--- config.mk ---
export PLATFORM = sky130hd
export DESIGN_NAME = byte_unstriping_rx_flat
export DESIGN_NICKNAME = d
export VERILOG_FILES = /design/src/rtl/byte_unstriping_rx_pkg.sv /design/src/rtl/byte_unstriping_rx_if.sv /design/src/rtl/byte_unstriping_rx_lane_fifo.sv /design/src/rtl/byte_unstriping_rx.sv /design/src/flat_wrapper.sv
export SDC_FILE = /design/constraint.sdc
export NUM_CORES = 1
export LEC_CHECK = 0
export CAP_MARGIN = 20
export CORE_ASPECT_RATIO = 1.2
export CORE_MARGIN = 2
export CORE_UTILIZATION = 59
export CTS_CLUSTER_DIAMETER = 40
export DETAILED_ROUTE_END_ITERATION = 12
export PLACE_DENSITY = 0.85
export SYNTH_ARGS = -nofsm -noshare
export SYNTH_HDL_FRONTEND = slang
export SYNTH_HIERARCHICAL = 1
export SYNTH_SLANG_ARGS = --single-unit
--- constraint.sdc ---
create_clock -name clk -period 3.18 [get_ports clk]
set_input_delay 0.477 -clock clk [delete_from_list [all_inputs] [get_ports clk]]
set_output_delay 0.477 -clock clk [all_outputs]
set_load 0.03 [all_outputs]
--- src/rtl/byte_unstriping_rx_pkg.sv ---
// striping_pkg: definitions shared by the 4-lane byte striper (TX) and the
// unstriper (RX). The lane FSM encodings must match on both sides so that
// lane_ptr debug values mean the same thing on either end of the link.
//   NUM_LANES   number of byte lanes
//   lane_idx_t  2-bit lane index
//   lane_state_e round-robin lane states LANE0..LANE3
//   next_lane() successor state in the deal order 0,1,2,3,0,...
package striping_pkg;

  localparam int NUM_LANES = 4;

  typedef logic [1:0] lane_idx_t;

  typedef enum logic [1:0] {
    LANE0 = 2'd0,
    LANE1 = 2'd1,
    LANE2 = 2'd2,
    LANE3 = 2'd3
  } lane_state_e;

  function automatic lane_state_e next_lane(input lane_state_e s);
    lane_state_e n;
    case (s)
      LANE0:   n = LANE1;
      LANE1:   n = LANE2;
      LANE2:   n = LANE3;
      default: n = LANE0;
    endcase
    return n;
  endfunction

endpackage

--- src/rtl/byte_unstriping_rx_if.sv ---
// byte_unstriping_rx_if: lane inputs and reassembled output of the unstriper.
//   valid_in[i] / data_in<i> : lane i byte, qualified per lane, no backpressure
//   valid_out / data_out     : reassembled byte stream
//   ready_in                 : downstream accept
//   overflow                 : sticky per-lane drop flags
//   lane_ptr                 : lane the reassembly FSM is waiting on (debug)
// Output handshake: a byte transfers on a posedge where valid_out && ready_in.
// Once valid_out is high, data_out stays stable until it transfers; valid_out
// never depends combinationally on ready_in. Lane inputs have no ready: a byte
// presented on a full lane is dropped and flagged in overflow.
// Modport slave is the unstriper side, master the upstream/downstream side.
interface byte_unstriping_rx_if #(
  parameter int DATA_W = 8
);
  import striping_pkg::*;

  logic [NUM_LANES-1:0] valid_in;
  logic [DATA_W-1:0]    data_in0;
  logic [DATA_W-1:0]    data_in1;
  logic [DATA_W-1:0]    data_in2;
  logic [DATA_W-1:0]    data_in3;
  logic                 ready_in;
  logic                 valid_out;
  logic [DATA_W-1:0]    data_out;
  logic [NUM_LANES-1:0] overflow;
  lane_idx_t            lane_ptr;

  modport slave (
    input  valid_in, data_in0, data_in1, data_in2, data_in3, ready_in,
    output valid_out, data_out, overflow, lane_ptr
  );

  modport master (
    output valid_in, data_in0, data_in1, data_in2, data_in3, ready_in,
    input  valid_out, data_out, overflow, lane_ptr
  );

endinterface

--- src/rtl/byte_unstriping_rx_lane_fifo.sv ---
// lane_fifo: single-lane circular FIFO absorbing inter-lane skew.
//   clk, reset : posedge clock, synchronous active-low reset (empties FIFO)
//   push       : write push_data (accepted when not full, or when popping)
//   pop        : remove head (ignored when empty)
//   head       : oldest entry, valid while !empty
//   empty/full : occupancy flags, full when count == FIFO_DEPTH
module lane_fifo #(
  parameter int DATA_W     = 8,
  parameter int FIFO_DEPTH = 4
) (
  input  logic              clk,
  input  logic              reset,
  input  logic              push,
  input  logic [DATA_W-1:0] push_data,
  input  logic              pop,
  output logic [DATA_W-1:0] head,
  output logic              empty,
  output logic              full
);

  localparam int AW = $clog2(FIFO_DEPTH);
  localparam int CW = AW + 1;

  logic [DATA_W-1:0] mem_q [FIFO_DEPTH];
  logic [AW-1:0]     wr_ptr_q, wr_ptr_d;
  logic [AW-1:0]     rd_ptr_q, rd_ptr_d;
  logic [CW-1:0]     count_q, count_d;
  logic              do_push, do_pop;

  assign empty = (count_q == '0);
  assign full  = (count_q == CW'(FIFO_DEPTH));
  assign head  = mem_q[rd_ptr_q];

  always_comb begin
    do_pop   = pop && !empty;
    // A pop frees the head slot this edge, so a full FIFO still takes the push.
    do_push  = push && (!full || do_pop);
    wr_ptr_d = wr_ptr_q;
    rd_ptr_d = rd_ptr_q;
    count_d  = count_q;
    if (do_push) wr_ptr_d = wr_ptr_q + AW'(1);
    if (do_pop)  rd_ptr_d = rd_ptr_q + AW'(1);
    case ({do_push, do_pop})
      2'b10:   count_d = count_q + CW'(1);
      2'b01:   count_d = count_q - CW'(1);
      default: count_d = count_q;
    endcase
  end

  always_ff @(posedge clk) begin
    if (!reset) begin
      wr_ptr_q <= '0;
      rd_ptr_q <= '0;
      count_q  <= '0;
    end else begin
      wr_ptr_q <= wr_ptr_d;
      rd_ptr_q <= rd_ptr_d;
      count_q  <= count_d;
    end
  end

  // Storage needs no reset: entries are only read after being written.
  always_ff @(posedge clk) begin
    if (do_push) mem_q[wr_ptr_q] <= push_data;
  end

endmodule

--- src/rtl/byte_unstriping_rx.sv ---
// byte_unstriping_rx: reassembles bytes dealt round-robin over 4 lanes
// (lane order 0,1,2,3,0,...) into one serial stream.
//   clk, reset : posedge clock, synchronous active-low reset
//   bus        : byte_unstriping_rx_if slave (lane inputs, output handshake,
//                overflow flags, lane_ptr debug)
// One FIFO per lane absorbs skew; a round-robin FSM pops the lane it is
// waiting on into a registered output stage and stalls (never skips) while
// that lane is empty, which keeps the original byte order.
module byte_unstriping_rx
  import striping_pkg::*;
#(
  parameter int FIFO_DEPTH = 4,
  parameter int DATA_W     = 8
) (
  input  logic                 clk,
  input  logic                 reset,
  byte_unstriping_rx_if.slave  bus
);

  logic [DATA_W-1:0]    lane_data [NUM_LANES];
  logic [DATA_W-1:0]    head      [NUM_LANES];
  logic [NUM_LANES-1:0] push, pop, empty, full;

  lane_state_e          state_q, state_d;
  logic                 valid_out_q, valid_out_d;
  logic [DATA_W-1:0]    data_out_q, data_out_d;
  logic [NUM_LANES-1:0] overflow_q, overflow_d;
  logic                 load;

  assign lane_data[0] = bus.data_in0;
  assign lane_data[1] = bus.data_in1;
  assign lane_data[2] = bus.data_in2;
  assign lane_data[3] = bus.data_in3;

  for (genvar i = 0; i < NUM_LANES; i++) begin : g_lane
    lane_fifo #(
      .DATA_W    (DATA_W),
      .FIFO_DEPTH(FIFO_DEPTH)
    ) u_fifo (
      .clk      (clk),
      .reset    (reset),
      .push     (push[i]),
      .push_data(lane_data[i]),
      .pop      (pop[i]),
      .head     (head[i]),
      .empty    (empty[i]),
      .full     (full[i])
    );
  end

  always_comb begin
    // Output stage is free when empty or being drained this edge.
    load = (!valid_out_q || bus.ready_in) && !empty[state_q];
    pop  = '0;
    if (load) pop[state_q] = 1'b1;
    push       = bus.valid_in & (~full | pop);
    overflow_d = overflow_q | (bus.valid_in & full & ~pop);

    valid_out_d = valid_out_q;
    data_out_d  = data_out_q;
    state_d     = state_q;
    if (load) begin
      valid_out_d = 1'b1;
      data_out_d  = head[state_q];
      state_d     = next_lane(state_q);
    end else if (bus.ready_in) begin
      // Byte taken with nothing to replace it; data_out keeps its last value.
      valid_out_d = 1'b0;
    end
  end

  always_ff @(posedge clk) begin
    if (!reset) begin
      state_q     <= LANE0;
      valid_out_q <= 1'b0;
      data_out_q  <= '0;
      overflow_q  <= '0;
    end else begin
      state_q     <= state_d;
      valid_out_q <= valid_out_d;
      data_out_q  <= data_out_d;
      overflow_q  <= overflow_d;
    end
  end

  assign bus.valid_out = valid_out_q;
  assign bus.data_out  = data_out_q;
  assign bus.overflow  = overflow_q;
  assign bus.lane_ptr  = lane_idx_t'(state_q);

endmodule
--- src/flat_wrapper.sv ---
// flat-port wrapper written by rule: the top's interface ports become plain ports
module byte_unstriping_rx_flat import striping_pkg::*;
#(
  parameter int FIFO_DEPTH = 4,
  parameter int DATA_W     = 8
)
  (clk, reset, bus_valid_in, bus_data_in0, bus_data_in1, bus_data_in2, bus_data_in3, bus_ready_in, bus_valid_out, bus_data_out, bus_overflow, bus_lane_ptr);
  byte_unstriping_rx_if #(.DATA_W(DATA_W)) bus_i ();
  input  logic clk;
  input  logic reset;
  input wire logic [$bits(bus_i.valid_in)-1:0] bus_valid_in;
  input wire logic [$bits(bus_i.data_in0)-1:0] bus_data_in0;
  input wire logic [$bits(bus_i.data_in1)-1:0] bus_data_in1;
  input wire logic [$bits(bus_i.data_in2)-1:0] bus_data_in2;
  input wire logic [$bits(bus_i.data_in3)-1:0] bus_data_in3;
  input wire logic [$bits(bus_i.ready_in)-1:0] bus_ready_in;
  output wire logic [$bits(bus_i.valid_out)-1:0] bus_valid_out;
  output wire logic [$bits(bus_i.data_out)-1:0] bus_data_out;
  output wire logic [$bits(bus_i.overflow)-1:0] bus_overflow;
  output wire logic [$bits(bus_i.lane_ptr)-1:0] bus_lane_ptr;
  assign bus_i.valid_in = bus_valid_in;
  assign bus_i.data_in0 = bus_data_in0;
  assign bus_i.data_in1 = bus_data_in1;
  assign bus_i.data_in2 = bus_data_in2;
  assign bus_i.data_in3 = bus_data_in3;
  assign bus_i.ready_in = bus_ready_in;
  assign bus_valid_out = bus_i.valid_out;
  assign bus_data_out = bus_i.data_out;
  assign bus_overflow = bus_i.overflow;
  assign bus_lane_ptr = bus_i.lane_ptr;
  byte_unstriping_rx #(.FIFO_DEPTH(FIFO_DEPTH), .DATA_W(DATA_W)) u_core (.clk(clk), .reset(reset), .bus(bus_i));
endmodule
==> flow_summary_export.csv <==
group,metric,value,unit
global_route,grt_start_max_net_pins,40,
global_route,number_of_antenna_violations_at_the_first_check_in_global_routing,0,
setup_path,cp.required,3.54,ns
yosys,number_of_flops_mapped_to_enable_cells_by_yosys,128,
cells_and_area,n_antenna_cell,0,
timing,hold_slack,0.4848,ns
routing,drc,0,
setup_path,worst-r2r-setup-slack,0.18,ns
yosys,synth_cell_type_count,48,
timing,final_hold_viol_count,0,
timing,setup_tns,0,ns
die,die_h,129.4,um
power,intPower,4.444,mW
clocking,ctsHtreeMaxLevel,4,
setup_path,worst_ep_arrival_time,3.37,ns
place,gp_routability_congestion,0.8002,
yosys,share_of_synthesized_flip_flops_with_an_asynchronous_set_or_reset,0,%
yosys,synth.net_count,567,
power,total_switching_power,1.627,mW
global_route,gr-total-overflow,0,
setup_path,worst-setup-path-type,"reg -> reg",
cells_and_area,finalCoreUtilization,71.32,%
clocking,clk_latency,0.43,ns
cells_and_area,post_layout_net_count,631,
global_route,groute.usage.overall,22.76,%
hold_path,hold_path_end,"u_core/bus.overflow[3]$_SDFF_PN0_",
routing,post_drt_via_cell_ratio,5.907,
die,fp.dieArea,14050,um^2
timing,finalCritPeriodShare,94.49,%
routing,dr_wl_met2,7954,um
setup_path,worst-r2r-cell-count,13,
power,power_frac_comb,18.4,%
cells_and_area,design_area,9075,um^2
yosys,post_syn_area_per_cell,15.41,um^2
clocking,ctsRootBufferMaster,"sky130_fd_sc_hd__clkbuf_16",
hold_path,hold_class,"reg -> reg",
routing,wire_length_reported_by_the_detailed_router,14690,um
yosys,synth_seq_area_share,62.87,%
routing,route.vias.total,4389,
routing,wl_met1,5752,um
hold_path,min_delay_path_depth,1,
cells_and_area,final_cells,743,
setup_path,crit_path_max_fanout,11,
timing,max_slew.worst_pin.slew,0.6135,ns
yosys,synth_warnings,6,
clocking,post_cts_buffers,0,
global_route,grt_pass1_wl,23440,um
place,dpl.cell_count,711,
power,power-per-cell-area,669.0,nW/um^2
power,power_share_of_the_clock_group,34.7,%
timing,final_period_minus_worst_setup_slack,3.005,ns
place,dp_worst_setup_slack,-0.04546,ns
die,io_pins,54,
power,power.share.switching,26.79,%
timing,maxSlewHeadroom,58.97,%
setup_path,timing.critical_path.to_type,"flip-flop",
place,place_area,8454,um^2
clocking,cts_buffers,17,
yosys,syn-cell-area,7737,um^2
routing,top_signal_layer_used,"met4",
die,core_area,12720,um^2
clocking,tritoncts,"built",
run,drv_cap,0,
yosys,synth_top_flop_cell,"sky130_fd_sc_hd__edfxtp_1",
clocking,max_root_sink_buffers,2,
yosys,syn-instance-count,502,
power,power.static_leakage,3.132,nW
routing,dr.pass1.iters,5,
routing,ant_nets,0,
die,chipWidth,108.5,um
place,port-buffer-count,53,
hold_path,timing.hold.worst.start,"u_core/bus.overflow[3]$_SDFF_PN0_",
clocking,cts_num_sinks,179,
clocking,path_clk_slew,0.07,ns
setup_path,r2r_start,"u_core/g_lane[2].u_fifo/count_q[1]$_SDFFE_PN0P_",
routing,wire_per_inst,19.78,um
setup_path,worstSetupStartpointType,"flip-flop",
setup_path,worstReg2RegEnd,"u_core/g_lane[0].u_fifo/count_q[1]$_SDFFE_PN0P_",
global_route,via_count_of_the_first_global_routing_pass,4591,
routing,detailroute.wirelength.met3,678,um
die,starting_utilization_of_the_core_area,60.81,%
timing,final_max_slew_viol_count,0,
power,report.power.total,6.071,mW
yosys,synth-seq-cells,179,
die,core.rowCount,45,
run_status,run_status,"complete, no violations",
routing,detailedRoute.firstIterationViolations,244,
power,sequentialPowerShare,47.0,%
timing,fmax,332.8,MHz
cells_and_area,area_growth_syn_to_layout,17.29,%
timing,post_route_skew,0.01220,ns
timing,finalWorstSetupSlack,0.1752,ns
place,detailed_place_hpwl,10420,um
cells_and_area,layout-drive-gt1-share,18.31,%
power,ir_drop,523.3,uV
timing,setup_violations_final,0,
-- metal layers --
layer	global-route usage [%]	vias to the layer above
met5	0	-
met4	7.541	0
met3	5.785	29
met2	40.85	156
met1	26.64	2205
li1	-	1999
-- placed cells by master (no fill, tap or decap), drive strengths merged, types with 9 or more instances in the layout --
cell	netlist	final
mux2i	9	9
and2	33	33
mux4	40	40
o21ai	22	22
nor2	13	13
ha	22	22
nand2	23	23
nand3	10	10
edfxtp	128	128
clkdlybuf4s50	0	53
a21boi	17	17
buf	21	14
inv	28	33
clkbuf	1	20
xor2	10	10
dfxtp	51	51
-- how the worst max path moves through the flow --
stage / depth (start not counted) / to / slack (ns) / startpoint
final: 13 / u_core/g_lane[0].u_fifo/count_q[1]$_SDFFE_PN0P_ / 0.18 / u_core/g_lane[2].u_fifo/count_q[1]$_SDFFE_PN0P_
after global routing: 13 / u_core/g_lane[0].u_fifo/count_q[1]$_SDFFE_PN0P_ / -0.008 / u_core/g_lane[1].u_fifo/count_q[1]$_SDFFE_PN0P_
after CTS: 13 / u_core/g_lane[1].u_fifo/count_q[2]$_SDFFE_PN0P_ / 0.16 / u_core/g_lane[1].u_fifo/count_q[1]$_SDFFE_PN0P_
after detailed placement: 13 / u_core/g_lane[1].u_fifo/count_q[2]$_SDFFE_PN0P_ / -0.05 / bus_ready_in
after global placement: 13 / u_core/g_lane[1].u_fifo/count_q[2]$_SDFFE_PN0P_ / 0.06 / bus_ready_in
after floorplan: 10 / u_core/g_lane[2].u_fifo/count_q[2]$_SDFFE_PN0P_ / 0.32 / u_core/bus.lane_ptr[1]$_SDFFE_PN0P_
-- layout make-up --
cell class	count	area, um^2
Inverter	28	105.1
Multi-Input combinational cell	273	2650
Clock buffer	20	466.7
Sequential cell	179	4870
Clock inverter	12	142.6
Fill cell	804	3650
Tap cell	164	205.2
Timing Repair Buffer	67	635.6
-- worst max-delay path: stages, from the launching register on --
cell                       delay [ns]
sky130_fd_sc_hd__dfxtp_1         0.47
sky130_fd_sc_hd__nor3_1          0.13
sky130_fd_sc_hd__mux2_4          0.30
sky130_fd_sc_hd__nor3_4          0.17
sky130_fd_sc_hd__buf_4           0.21
sky130_fd_sc_hd__o21ai_0         0.12
sky130_fd_sc_hd__buf_4           0.16
sky130_fd_sc_hd__inv_1           0.14
sky130_fd_sc_hd__o31a_1          0.19
sky130_fd_sc_hd__nand2b_1        0.08
sky130_fd_sc_hd__fa_1            0.46
sky130_fd_sc_hd__a211oi_1        0.20
sky130_fd_sc_hd__o21ai_0         0.16
sky130_fd_sc_hd__a21oi_1         0.15
-- registers in the layout, indices dropped and copies added (netlist names), named ones only --
| name | cells |
|---|---|
| u_core/g_lane.u_fifo/rd_ptr_q | 8 |
| u_core/g_lane.u_fifo/mem_q | 128 |
| u_core/g_lane.u_fifo/count_q | 12 |
| u_core/bus.overflow | 4 |
| u_core/bus.data_out | 8 |
| u_core/bus.valid_out | 1 |
| u_core/bus.lane_ptr | 2 |
| u_core/g_lane.u_fifo/wr_ptr_q | 8 |
-- cells by family (layout without fill, tap and decap cells) --
group,count (synthesis),after routing,synth area share (%)
xor gates and xnor gates,17,17,1.924
AOI/OAI and AO/OA,63,63,5.789
muxes,50,50,13.00
adders and majority gates,26,26,4.592
buffers and inverters,50,127,2.959
DFF,179,179,62.87
and+or+nand+nor,117,117,8.862
-- Yosys cell counts, types with 2 or more instances --
cell type	n	area, um^2
sky130_fd_sc_hd__a2111oi_2	2	30.03
sky130_fd_sc_hd__a211oi_1	3	22.52
sky130_fd_sc_hd__a21boi_0	5	37.54
sky130_fd_sc_hd__a21boi_1	11	82.58
sky130_fd_sc_hd__a21oi_1	4	20.02
sky130_fd_sc_hd__a22o_1	4	35.03
sky130_fd_sc_hd__and2_1	33	206.5
sky130_fd_sc_hd__and3_1	5	31.28
sky130_fd_sc_hd__buf_1	5	18.77
sky130_fd_sc_hd__buf_2	12	60.06
sky130_fd_sc_hd__buf_6	3	33.78
sky130_fd_sc_hd__dfxtp_1	51	1021
sky130_fd_sc_hd__edfxtp_1	128	3844
sky130_fd_sc_hd__fa_1	4	80.08
sky130_fd_sc_hd__ha_1	22	275.3
sky130_fd_sc_hd__inv_1	27	101.4
sky130_fd_sc_hd__mux2i_1	9	90.09
sky130_fd_sc_hd__mux4_2	40	900.9
sky130_fd_sc_hd__nand2_1	23	86.33
sky130_fd_sc_hd__nand2b_1	6	37.54
sky130_fd_sc_hd__nand3_1	10	50.05
sky130_fd_sc_hd__nand3b_1	3	22.52
sky130_fd_sc_hd__nor2_1	13	48.80
sky130_fd_sc_hd__nor2b_1	4	25.02
sky130_fd_sc_hd__nor2b_2	2	17.52
sky130_fd_sc_hd__nor3_1	6	30.03
sky130_fd_sc_hd__nor4b_2	3	45.04
sky130_fd_sc_hd__o21a_1	4	30.03
sky130_fd_sc_hd__o21ai_0	21	105.1
sky130_fd_sc_hd__o31a_1	3	26.28
sky130_fd_sc_hd__o31ai_2	2	25.02
sky130_fd_sc_hd__or3_1	3	18.77
sky130_fd_sc_hd__xnor2_1	7	61.31
sky130_fd_sc_hd__xor2_1	10	87.58
-- power by group through the flow --
| stage | clock network, mW | logic (mW) | registers (mW) |
|---|---|---|---|
| global route | 2.24 | 1.20 | 2.87 |
| global placement | 0 | 1.04 | 2.87 |
| finish | 2.10 | 1.12 | 2.85 |
| CTS | 2.14 | 1.10 | 2.85 |
| floorplan | 0 | 0.654 | 2.93 |
| detailed placement | 0 | 1.09 | 2.89 |
-- repair_timing --
| action | 4_1_cts | 5_1_grt |
|---|---|---|
| setup endpoints to repair | 0 | 5 |
| resized for setup | 0 | 6 |
| hold buffers | 0 | 0 |
Power figures use the tool's default switching activity.
==> edit 1: new RTL, same settings <==
`DATA_W` is set to 8 in 4 places; all go to 10.
--- a/src/rtl/byte_unstriping_rx_if.sv
+++ b/src/rtl/byte_unstriping_rx_if.sv
@@ -10,7 +10,7 @@
 // presented on a full lane is dropped and flagged in overflow.
 // Modport slave is the unstriper side, master the upstream/downstream side.
 interface byte_unstriping_rx_if #(
-  parameter int DATA_W = 8
+  parameter int DATA_W = 10
 );
   import striping_pkg::*;
 
--- a/src/rtl/byte_unstriping_rx_lane_fifo.sv
+++ b/src/rtl/byte_unstriping_rx_lane_fifo.sv
@@ -5,7 +5,7 @@
 //   head       : oldest entry, valid while !empty
 //   empty/full : occupancy flags, full when count == FIFO_DEPTH
 module lane_fifo #(
-  parameter int DATA_W     = 8,
+  parameter int DATA_W     = 10,
   parameter int FIFO_DEPTH = 4
 ) (
   input  logic              clk,
--- a/src/rtl/byte_unstriping_rx.sv
+++ b/src/rtl/byte_unstriping_rx.sv
@@ -10,7 +10,7 @@
   import striping_pkg::*;
 #(
   parameter int FIFO_DEPTH = 4,
-  parameter int DATA_W     = 8
+  parameter int DATA_W     = 10
 ) (
   input  logic                 clk,
   input  logic                 reset,
--- a/src/flat_wrapper.sv
+++ b/src/flat_wrapper.sv
@@ -2,7 +2,7 @@
 module byte_unstriping_rx_flat import striping_pkg::*;
 #(
   parameter int FIFO_DEPTH = 4,
-  parameter int DATA_W     = 8
+  parameter int DATA_W     = 10
 )
   (clk, reset, bus_valid_in, bus_data_in0, bus_data_in1, bus_data_in2, bus_data_in3, bus_ready_in, bus_valid_out, bus_data_out, bus_overflow, bus_lane_ptr);
   byte_unstriping_rx_if #(.DATA_W(DATA_W)) bus_i ();
Ports: changed (5 resized); port bits go from 54 to 64. No check against the original RTL was run, so the function may have changed too.
==> edit 1 against the unedited design <==
Synthesized area increased by 17%; hold slack got worse by 0.056 ns; sequential cell count increased by 34; power increased by 19%; highest routed layer unchanged; non-clock buffer count increased by 8; wire length increased by 20%; first-iteration DRC count increased by 38%; largest power group unchanged; global-route usage decreased by 0.075 points; final area increased by 17%; setup slack got worse by 0.032 ns.
==> edit 1: results (changes against the unedited design) <==
[synth]
ys_top_cells_by_count = edfxtp_1 (160), dfxtp_1 (53), mux4_2 (50)
synth.area.top_cells = edfxtp_1 (53%), mux4_2 (12%), dfxtp_1 (12%)
yosysSeqAreaShare = 0.651  ; +0.0218
synth_xor_area_frac = 0.0165  ; -0.00273
synth_mux_area_frac = 0.137  ; +0.00654
synth_edf_count = 160  ; +25%
synth_compound_area_frac = 0.0525  ; -0.00544
syn_nets = 628  ; +11%
synth-adder-area-share = 0.0394  ; -0.00651
synth_area_per_cell_um2 = 16.2  ; +5.4%

[layout]
nNetsFinal = 705  ; +12%
finalCoreUtilization = 0.710  ; -0.00282
fin_cells = 855  ; +15%
fillers = 951  ; +18%
largest_reg_flops = 160  ; +25%

[grt]
met3_usage = 0.0414  ; -0.0165
grt_pass1_wl_um = 27900  ; +19%
globalRouteTotalUtil = 0.227  ; -0.000752
grt_use_met1 = 0.289  ; +0.0226
grt.met2_usage = 0.395  ; -0.0136
grt_max_degree = 31  ; -23%
grt_pass1_vias = 5215  ; +14%

[placement]
placed_cells = 808  ; +14%
dp_slack_ns = -0.00907  ; +0.0364 ns
dp_hpwl_um = 12600  ; +21%
routabilityCongestion = 0.825  ; +3.1%
portBuffers = 63  ; +19%
dpl-instance-area_um2 = 9840  ; +16%

[clock_tree]
ctsLongestPathBuffers = 3  ; +1
clkLatencyLatePin_ns = 0.51  ; +0.08 ns
cts_made_buffers = 25  ; +8
htree_levels = 1  ; -3

[power_and_ir_drop]
switching_share = 0.272  ; +0.00378
peakVddDrop_uv = 499  ; -4.7%
leakagePower_nw = 3.60  ; +15%

[worst_setup_path]
slowest_stage = and2_1
critPathMaxFanout = 13  ; +2
max_stage_delay_ns = 0.52  ; +0.05 ns
critPathTopFamily = simple AND/OR/NAND/NOR gates

[detailed_routing]
first_iter_violations = 336  ; +38%
wl_per_cell_um = 20.7  ; +4.7%
met2_wirelength_um = 9400  ; +18%
met3_length_um = 924  ; +36%

[sta]
slew_headroom = 0.517  ; -0.0724
final.setup_skew_ns = 0.0100  ; -0.00217 ns

[hold_path]
hold_class = primary input to flip-flop

[run_status]
status = completed

[edit 1: final timing paths]
path	start	to	slack (ns)	cells past startpoint
worst max-delay path	u_core/g_lane[2].u_fifo/count_q[1]	u_core/g_lane[0].u_fifo/mem_q[1][0]	0.14	8
worst min-delay path	reset	u_core/g_lane[3].u_fifo/count_q[1]	0.43	3
worst max register to register	u_core/g_lane[2].u_fifo/count_q[1]	u_core/g_lane[0].u_fifo/mem_q[1][0]	0.14	8
worst min register to register	u_core/bus.data_out[9]	u_core/bus.data_out[9]	0.47	2
[edit 1: cell type report]
type	count	share of cell area
sequential	213	0.553
multi-input combinational	289	0.274
timing repair buffer	75	0.0673
clock buffer	28	0.0599
tap	204	0.0240
clock inverter	18	0.0118
inverter	28	0.00989
[edit 1: power by group through the flow]
stage	registers, W	clock network (W)	logic, W
floorplan	0.00350	0	0.000751
global placement	0.00343	0	0.00118
detailed placement	0.00344	0	0.00125
CTS	0.00339	0.00263	0.00127
global route	0.00342	0.00274	0.00137
finish	0.00339	0.00258	0.00128
==> edit 2: new RTL, same flow settings <==
Without the edit above. Take the reset off `data_out_q` and load it in a clocked block of its own.
--- a/src/rtl/byte_unstriping_rx.sv
+++ b/src/rtl/byte_unstriping_rx.sv
@@ -73,14 +73,16 @@
     if (!reset) begin
       state_q     <= LANE0;
       valid_out_q <= 1'b0;
-      data_out_q  <= '0;
       overflow_q  <= '0;
     end else begin
       state_q     <= state_d;
       valid_out_q <= valid_out_d;
-      data_out_q  <= data_out_d;
       overflow_q  <= overflow_d;
     end
+  end
+
+  always_ff @(posedge clk) begin
+    data_out_q <= data_out_d;
   end
 
   assign bus.valid_out = valid_out_q;
Function: differs if reset is asserted again (counterexample within 4 cycles, from zero or initial values and one cycle with reset low); with reset held inactive, the same outputs for 10 cycles.
==> edit 2 against the unedited design <==
Final area about the same; non-clock buffer count is 4 higher; fmax grew 0.64%; clock power decreased by 8%; synthesized area grew 0.34%; setup slack improved by 0.019 ns; critical path depth unchanged; clock skew rose by 0.0027 ns; wire length is 9.7% higher; hold slack got worse by 0.034 ns; sequential cell count is the same; count of clock-buffer cells in the layout is 1 lower; power shrank 0.82%; critical path type unchanged; critical endpoint is now u_core/g_lane[1].u_fifo/count_q[2]; largest cell class unchanged.
==> edit 2: results (changes against the unedited design) <==
[clock_tree]
clockRootBuffer = clkbuf_16
clkTransAtPathRegs_ns = 0.06
cts_made_buffers = 17  ; unchanged
post_cts_buffers = 0  ; unchanged
ctsLongestPathBuffers = 2  ; unchanged
clkLatencyLatePin_ns = 0.42
htree_levels = 4  ; unchanged
cts_resized = 0  ; unchanged

[placement]
portBuffers = 53  ; unchanged
routabilityCongestion = 0.827  ; +3.4%
dp_hpwl_um = 10700  ; +2.6%
dpl-instance-area_um2 = 8530  ; +0.87%
placed_cells = 702  ; -1.3%

[detailed_routing]
num_vias = 4341  ; -1.1%
drtPass1Iterations = 4  ; -1
viasPerCell = 5.91  ; +0.12%
first_iter_violations = 325  ; +33%
wl_per_cell_um = 22.0  ; +11%

[hold_path]
hold_class = flip-flop to flip-flop
worstHoldPathCells = 2  ; +1

[synth]
synth.area.top_cells = edfxtp_1 (53%), mux4_2 (12%), dfxtp_1 (11%)
syn_nets = 551  ; -2.8%
yosysSeqAreaShare = 0.637  ; +0.00819
synth_edf_count = 136  ; +6.3%
ys_warn_count = 6  ; unchanged
synth_cell_types = 48  ; unchanged
synth_cells = 486  ; -3.2%
ys_top_cells_by_count = edfxtp_1 (136), dfxtp_1 (43), mux4_2 (40)
ys_async_sr_fraction = 0  ; unchanged

[power_and_ir_drop]
leakagePower_nw = 3.13  ; -0.14%
peakVddDrop_uv = 546  ; +4.3%

[sta]
setup-tns-final_ns = 0  ; unchanged
slew_headroom = 0.590  ; about the same
final.setup_skew_ns = 0.0149  ; +0.00274 ns

[run_status]
status = completed

[worst_setup_path]
critPathMaxFanout = 8  ; -3
r2r_cells = 13  ; unchanged
max_stage_delay_ns = 0.39  ; -0.08 ns
slowest_stage = dfxtp_1
critPathTopFamily = simple AND/OR/NAND/NOR gates
arrival_ns = 3.34  ; -0.03 ns

[grt]
grt_pass1_vias = 4628  ; +0.81%
grt_pass1_wl_um = 25100  ; +7.0%
globalRouteTotalUtil = 0.249  ; +0.0213
grt_max_degree = 34  ; -15%
antenna_found_initial = 0  ; unchanged

[layout]
drive_above_1_share = 0.202  ; +0.0187
nNetsFinal = 622  ; -1.4%
largestRegisters = u_core/g_lane.u_fifo/mem_q: 128 flops, u_core/g_lane.u_fifo/count_q: 12 flops
diodes = 0  ; unchanged

==> edit 2: cell count changes after synthesis, sizes merged, moves of 3 or more <==
| cell | change |
|---|---|
| a21boi | -10 |
| nand2 | +7 |
| dfxtp | -8 |
| a22o | -4 |
| nand3 | -6 |
| nor2 | +4 |
| buf | -3 |
| edfxtp | +8 |
| and3 | -5 |
| nor4b | +4 |
| and4 | +4 |
| o21ai | -10 |
==> edit 2: final timing paths <==
| check | startpoint | end | slack, ns |
|---|---|---|---|
| max reg2reg | u_core/g_lane[3].u_fifo/count_q[0] | u_core/g_lane[1].u_fifo/count_q[2] | 0.19 |
| min | u_core/bus.overflow[1] | u_core/bus.overflow[1] | 0.45 |
| max | u_core/g_lane[3].u_fifo/count_q[0] | u_core/g_lane[1].u_fifo/count_q[2] | 0.19 |
| min reg2reg | u_core/bus.overflow[1] | u_core/bus.overflow[1] | 0.45 |
==> edit 2: area by class of cell <==
cell class,count,area [µm²]
Sequential cell,179,4950
Inverter,29,109
Clock inverter,13,110
Timing Repair Buffer,71,666
Multi-Input combinational cell,259,2610
Fill cell,800,3640
Clock buffer,19,433
Tap cell,164,205
==> edit 2: through the flow <==
stage	power [W]	hold WS, ns	utilization	setup slack [ns]
2_1_floorplan	0.00369	0.456	-	0.108
3_3_place_gp	0.00402	0.441	0.670	0.0814
3_5_place_dp	0.00410	0.440	0.670	-0.0676
4_1_cts	0.00605	0.458	0.713	0.179
5_1_grt	0.00625	0.493	0.714	0.00466
6_report	0.00602	0.451	0.714	0.194
==> edit 2: power by group <==
part           leakage, nW  switching, W  internal [W]
sequential            1.60      0.000142       0.00276
combinational         1.27      0.000653      0.000534
clock                0.259      0.000861       0.00107
total                 3.13       0.00166       0.00437
==> edit 2: cell families after synthesis <==
group / synth area share
flip-flops: 0.637
AND/OR/NAND/NOR: 0.0996
multiplexers: 0.132
buffers and inverters: 0.0277
AO/OA/AOI/OAI: 0.0387
adder cells (fa/ha/maj): 0.0458
XOR/XNOR: 0.0192
==> edit 2: worst reg2reg max path: cells and delay by family (launching register included) <==
kind	cells	cell delay, ns
buf+inv	2	0.13
compound gates	3	0.40
xor+xnor	1	0.17
simple gates	4	1.07
fa+ha+maj	2	0.56
flops	1	0.39
mux	1	0.20
==> edit 2: per-layer routing <==
| metal | vias to the layer above | wire, µm | part of all wire | GRT usage |
|---|---|---|---|---|
| li1 | 1956 | - | - | - |
| met1 | 2198 | 6240 | 0.39 | 0.295 |
| met2 | 152 | 8580 | 0.53 | 0.428 |
| met3 | 35 | 746 | 0.046 | 0.0578 |
| met4 | 0 | 556 | 0.034 | 0.119 |
| met5 | - | 0 | 0 | 0 |
